### src/rtl/pwm_fade_controller.sv
// Breathing-fade sequencer for one PWM channel: ramps duty up, holds, ramps down, holds,
// changing duty/max_value only on PWM period boundaries and fading out cleanly on disable.
module pwm_fade_controller #(
    parameter int BIT_WIDTH = 3,
    parameter int STEP_W    = 8
) (
    input  logic                 clk,
    input  logic                 rst_n,
    input  logic                 enable,
    input  logic [BIT_WIDTH-1:0] max_cfg,
    input  logic [STEP_W-1:0]    step_periods,
    input  logic [STEP_W-1:0]    hold_periods,
    output logic [BIT_WIDTH-1:0] duty,
    output logic [BIT_WIDTH-1:0] max_value,
    output logic                 period_end,
    output logic                 busy,
    output logic [2:0]           state,
    output logic                 cycle_done
);

    typedef enum logic [2:0] {
        IDLE      = 3'd0,
        RAMP_UP   = 3'd1,
        HOLD_HIGH = 3'd2,
        RAMP_DOWN = 3'd3,
        HOLD_LOW  = 3'd4
    } state_t;

    state_t             st;
    logic [BIT_WIDTH:0] pcnt;
    logic [STEP_W-1:0]  step_cnt;
    logic [STEP_W-1:0]  hold_cnt;
    logic [STEP_W-1:0]  step_lim;
    logic [STEP_W-1:0]  hold_lim;
    logic [STEP_W:0]    step_next;
    logic [STEP_W:0]    hold_next;
    logic               step_evt;
    logic               hold_evt;

    // A programmed count of zero behaves as one period.
    assign step_lim  = (step_periods == '0) ? STEP_W'(1) : step_periods;
    assign hold_lim  = (hold_periods == '0) ? STEP_W'(1) : hold_periods;
    assign step_next = {1'b0, step_cnt} + (STEP_W+1)'(1);
    assign hold_next = {1'b0, hold_cnt} + (STEP_W+1)'(1);

    assign period_end = (pcnt == {1'b0, max_value}) && (st != IDLE);
    assign step_evt   = period_end && (step_next >= {1'b0, step_lim});
    assign hold_evt   = period_end && (hold_next >= {1'b0, hold_lim});
    assign busy       = (st != IDLE);
    assign state      = st;

    always_ff @(posedge clk) begin
        if (!rst_n) begin
            st         <= IDLE;
            duty       <= '0;
            max_value  <= '0;
            cycle_done <= 1'b0;
            pcnt       <= '0;
            step_cnt   <= '0;
            hold_cnt   <= '0;
        end else begin
            // NOTE: every register here uses <= so all next-state terms see the pre-edge values.
            cycle_done <= 1'b0;

            if (st == IDLE || period_end)
                pcnt <= '0;
            else
                pcnt <= pcnt + (BIT_WIDTH+1)'(1);

            case (st)
                IDLE: begin
                    duty     <= '0;
                    step_cnt <= '0;
                    hold_cnt <= '0;
                    if (enable) begin
                        st        <= RAMP_UP;
                        max_value <= max_cfg;
                    end
                end

                RAMP_UP: begin
                    if (period_end) begin
                        // A dropped enable takes priority over a coincident step.
                        if (!enable) begin
                            st       <= RAMP_DOWN;
                            step_cnt <= '0;
                            hold_cnt <= '0;
                        end else if (step_evt) begin
                            step_cnt <= '0;
                            hold_cnt <= '0;
                            if (duty == max_value)
                                st <= HOLD_HIGH;
                            else
                                duty <= duty + BIT_WIDTH'(1);
                        end else begin
                            step_cnt <= step_next[STEP_W-1:0];
                        end
                    end
                end

                HOLD_HIGH: begin
                    if (period_end) begin
                        if (!enable || hold_evt) begin
                            st       <= RAMP_DOWN;
                            step_cnt <= '0;
                            hold_cnt <= '0;
                        end else begin
                            hold_cnt <= hold_next[STEP_W-1:0];
                        end
                    end
                end

                RAMP_DOWN: begin
                    if (step_evt) begin
                        step_cnt <= '0;
                        hold_cnt <= '0;
                        if (duty == '0)
                            st <= HOLD_LOW;
                        else
                            duty <= duty - BIT_WIDTH'(1);
                    end else if (period_end) begin
                        step_cnt <= step_next[STEP_W-1:0];
                    end
                end

                HOLD_LOW: begin
                    if (hold_evt) begin
                        cycle_done <= 1'b1;
                        step_cnt   <= '0;
                        hold_cnt   <= '0;
                        if (enable) begin
                            st        <= RAMP_UP;
                            max_value <= max_cfg;
                        end else begin
                            st <= IDLE;
                        end
                    end else if (period_end) begin
                        hold_cnt <= hold_next[STEP_W-1:0];
                    end
                end

                default: begin
                    st       <= IDLE;
                    duty     <= '0;
                    step_cnt <= '0;
                    hold_cnt <= '0;
                end
            endcase
        end
    end

endmodule

### config.mk
export PLATFORM = sky130hd
export DESIGN_NAME = pwm_fade_controller
export DESIGN_NICKNAME = d
export VERILOG_FILES = /design/src/rtl/pwm_fade_controller.sv
export SDC_FILE = /design/constraint.sdc
export NUM_CORES = 1
export LEC_CHECK = 0
export ABC_CLOCK_PERIOD_IN_PS = 2840
export CAP_MARGIN = 40
export CORE_MARGIN = 3
export CORE_UTILIZATION = 49
export CTS_CLUSTER_DIAMETER = 120
export DETAILED_ROUTE_END_ITERATION = 8
export PLACE_DENSITY = 0.73
export RECOVER_POWER = 25
export SYNTH_ARGS = -nofsm -noshare
export SYNTH_HDL_FRONTEND = slang
export SYNTH_SLANG_ARGS = --single-unit
export TNS_END_PERCENT = 20
### constraint.sdc
create_clock -name clk -period 2.84 [get_ports clk]
set_clock_uncertainty 0.1 [all_clocks]
set_input_delay 0.426 -clock clk [delete_from_list [all_inputs] [get_ports clk]]
set_output_delay 0.426 -clock clk [all_outputs]
set_load 0.02 [all_outputs]
==> impl_summary.txt <==
----------------------------------------------------
[Status]
  Status ... finished with violations
  Violations in the final reports ... negative setup slack

[Critical path]
  List of cells traversed by the critical path ... and3_4 > nand3_4 > nor2_2 > xor2_1 > ha_1 > and3_4 > a221o_1 > a31o_2 > nor3b_4 > o2111a_2 > a22o_1
  Critical register-to-register path startpoint ... step_cnt[4]$_SDFFE_PN0P_
  Family with the most delay on the worst path ... compound AO/OA/AOI/OAI gates
  Setup slack on the worst flop-to-flop path ... -0.05 ns
  Worst setup startpoint ... step_cnt[4]$_SDFFE_PN0P_
  Critical path buffers and inverters ... 0
  Worst reg2reg path depth ... 11
  Reg2Reg Capture Point ... hold_cnt[3]$_SDFFE_PN0P_
  Worst Path Required ... roughly 3 ns
  Cell mode on critical path ... and3_4
  Data arrival at the endpoint of the critical path ... 3.01 ns
  CP Capture Type ... register
  Slowest cell on the critical path ... dfxtp_2
  Type of the worst setup path ... reg2reg
  Startpoint Class ... register
  Crit path largest cell delay ... roughly 0.33 ns
  Critical-path maximum fanout ... 8

[Power]
  Power per unit of standard cell area ... ~570 mW/mm2
  LEAKAGE ... between 0.001 and 0.0015 uW
  Largest vdd supply drop ... 0.0003791 V
  Overall power ... between 1500 and 2000 uW

[Placement]
  Area post-placement ... between 0.002 and 0.003 mm2
  Post-detail-place hpwl ... a little over 4 mm
  Routability cong. ... approximately 0.84
  Worst slack, placed ... -0.1190 ns
  # port buffers ... 33

[Routing]
  ANT nets after route ... 0
  Wirelength, routed ... roughly 5.6 mm
  Wirelength per Cell ... 14.28 um
  Initial DRT Pass Iterations ... 4
  Total vias in the final route ... 2176
  1st-iter DRT viols ... 80
  DRC Markers ... 0
  Vias per cell ... ~5.6

[Worst hold path]
  Cell depth of the worst min-delay path ... 1
  Endpoint, Worst Hold ... pcnt[0]$_SDFF_PP0_
  Worst min-delay path class ... reg2reg
  Start point of the worst hold path ... pcnt[0]$_SDFF_PP0_

[Timing]
  Tmin final ... about 2.9 ns
  Slew headroom ... 56.87%
  Final Cycle Share ... 101.9%
  Highest Clock Rate ... around 350 MHz
  Number of max-slew violations in the final report ... 0
  Final number of setup-violating endpoints ... 8
  Fin Setup TNS ... -0.2040 ns
  Transition time at the pin with the least slew margin ... around 0.64 ns
  Final critical-path setup slack ... -0.05304 ns
  Unrepaired setup endpoints after global routing ... true
  Final Hold Vio Count ... 0

[Yosys]
  Async set or reset register ratio after synthesis ... 0%
  Synth top cells by count ... dfxtp_1 (30), nand2_1 (25), ha_1 (19)
  Synthesized area ... 0.002193 mm2
  Cell types with the largest area share after synthesis ... dfxtp_1 (27%), ha_1 (11%), xor2_1 (4.4%)
  Number of instances in the synthesized netlist ... 264
  Number of distinct library cells after synthesis ... 53
  Most used flip-flop cell after synthesis ... dfxtp_1
  Synthesized flop and latch total ... 30
  Yosys synthesis warning count ... 0
  Seq/Total Area, Yosys ... approximately 27%
  Portion of synthesized cell area occupied by the leading cell type ... 27.38%
  Most frequent cell after synthesis ... dfxtp_1
  Number of enable-type register cells in the synthesized netlist ... 0
  Avg Inst Size Synth ... around 8.3 um2
  Net Count, Synth ... 306
  Cell type contributing the most total cell area after synthesis ... dfxtp_1

[Floorplan]
  Count of pins on the block boundary ... 34
  Initial standard-cell utilization of the core ... a little over half
  Number of placement rows ... 23
  Die boundary height ... 72.91 um
  Core Area ... 0.004144 mm2
  Die X-Extent ... approximately 73 um
  Area of the die ... roughly 0.0053 mm2

[Clock network]
  Inserted Clock Buffers ... 5
  Max H-tree Level ... 2
  Clk pin slew, worst setup/hold paths ... ~0.070 ns
  Hold buffer count at CTS ... 0
  CTS root buffer ... clkbuf_8
  Worst skew pair latency ... ~0.28 ns
  Num Clock Sinks ... 30
  Clock tree from TritonCTS ... yes
  Max clock buf depth ... 2

[Layout]
  Final Core Density ... between 70 and 80%
  Fillers ... 300
  Final layout net count ... 381
  Fraction of final layout cells sized beyond drive strength 1 ... 28.82%
  Antenna Cells ... 0
  Post-route cell area ... between 0.003 and 0.004 mm2
  Relative area change from synthesis to final layout ... 45.52%

[GRT]
  Vias in the first global route ... about 2000
  GR Overflow Total ... 0
  Antenna violations before repair ... 0
  First-pass GRT wire length ... between 9 and 10 mm
  Largest net degree at the start of global routing ... 20
  Total routing resource utilization after global routing ... a little over a fifth

[Job]
  Maximum Capacitance Violations ... 0

----------------------------------------------------
## repair_timing
item                       CTS  global route
resized for setup           22            23
pin swaps                   10            19
buffers inserted             2             2
cloned                       0             0
setup endpoints to repair   23            26
## placed cells by master (no fill, tap or decap), types with 10 or more instances in the layout
| cell | count |
|---|---|
| clkdlybuf4s50_1 | 33 |
| buf_4 | 41 |
| dfxtp_1 | 22 |
| ha_1 | 15 |
| a21oi_1 | 12 |
| xor2_1 | 10 |
| nand2_1 | 25 |
| nand3_1 | 11 |
| inv_1 | 16 |
| nor2_1 | 12 |
## registers in the layout, indices dropped and copies added, names as in the netlist
name	cells
hold_cnt	8
duty	3
cycle_done	1
state	3
step_cnt	8
max_value	3
pcnt	4
## how the worst max path moves through the flow
stage	end	depth (start not counted)
floorplan	hold_cnt[0]$_SDFFE_PN0P_	11
global placement	duty[2]$_SDFFE_PN0P_	11
detailed placement	hold_cnt[3]$_SDFFE_PN0P_	10
CTS	hold_cnt[2]$_SDFFE_PN0P_	12
global route	hold_cnt[0]$_SDFFE_PN0P_	11
finish	hold_cnt[3]$_SDFFE_PN0P_	11
## power by group
group	switching, uW	internal [uW]
Sequential	70.0	458
Clock	173	261
Combinational	454	392
## logic make-up (layout without fill, tap and decap cells)
logic type	Yosys count	count (layout)	synth area share, %
AND/OR/NAND/NOR	102	102	25.21
XOR/XNOR	20	20	7.986
buffers and inverters	26	102	4.849
AO/OA/AOI/OAI	60	60	20.02
adder cells (fa/ha/maj)	20	20	11.75
multiplexers	6	6	2.795
flip-flops	30	30	27.38
## per-stage QoR
step / hold slack (ns) / std cells
3_5_place_dp: 0.3637 / 378
5_1_grt: 0.3944 / 390
4_1_cts: 0.3802 / 388
3_3_place_gp: 0.3620 / 378
2_1_floorplan: 0.3396 / 264
6_report: 0.3791 / 390
## worst reg2reg max path, cell delays in order (launching register included)
cell	delay, ns
dfxtp_2	0.33
and3_4	0.21
nand3_4	0.09
nor2_2	0.10
xor2_1	0.23
ha_1	0.30
and3_4	0.16
a221o_1	0.31
a31o_2	0.25
nor3b_4	0.26
o2111a_2	0.33
a22o_1	0.17
## final cells by class
class                           instances  area (um2)  share of cell area [%]
Tap cell                               50       62.56                   1.960
Sequential cell                        30       613.1                   19.21
Inverter                               17       63.81                   1.999
Clock inverter                          3       45.04                   1.411
Timing Repair Buffer                   77       671.9                   21.05
Multi-Input combinational cell        208        1667                   52.21
Clock buffer                            5       68.82                   2.156
## routing by layer
metal  share of wire (%)  vias up  track usage [%]
met5                   0        -                0
met4                 1.1        0            7.582
met3                 4.2        8            4.821
met2                  51       46            35.47
met1                  44     1010            27.15
li1                    -     1112                -
Note: power is estimated with default switching activity, not from simulation.
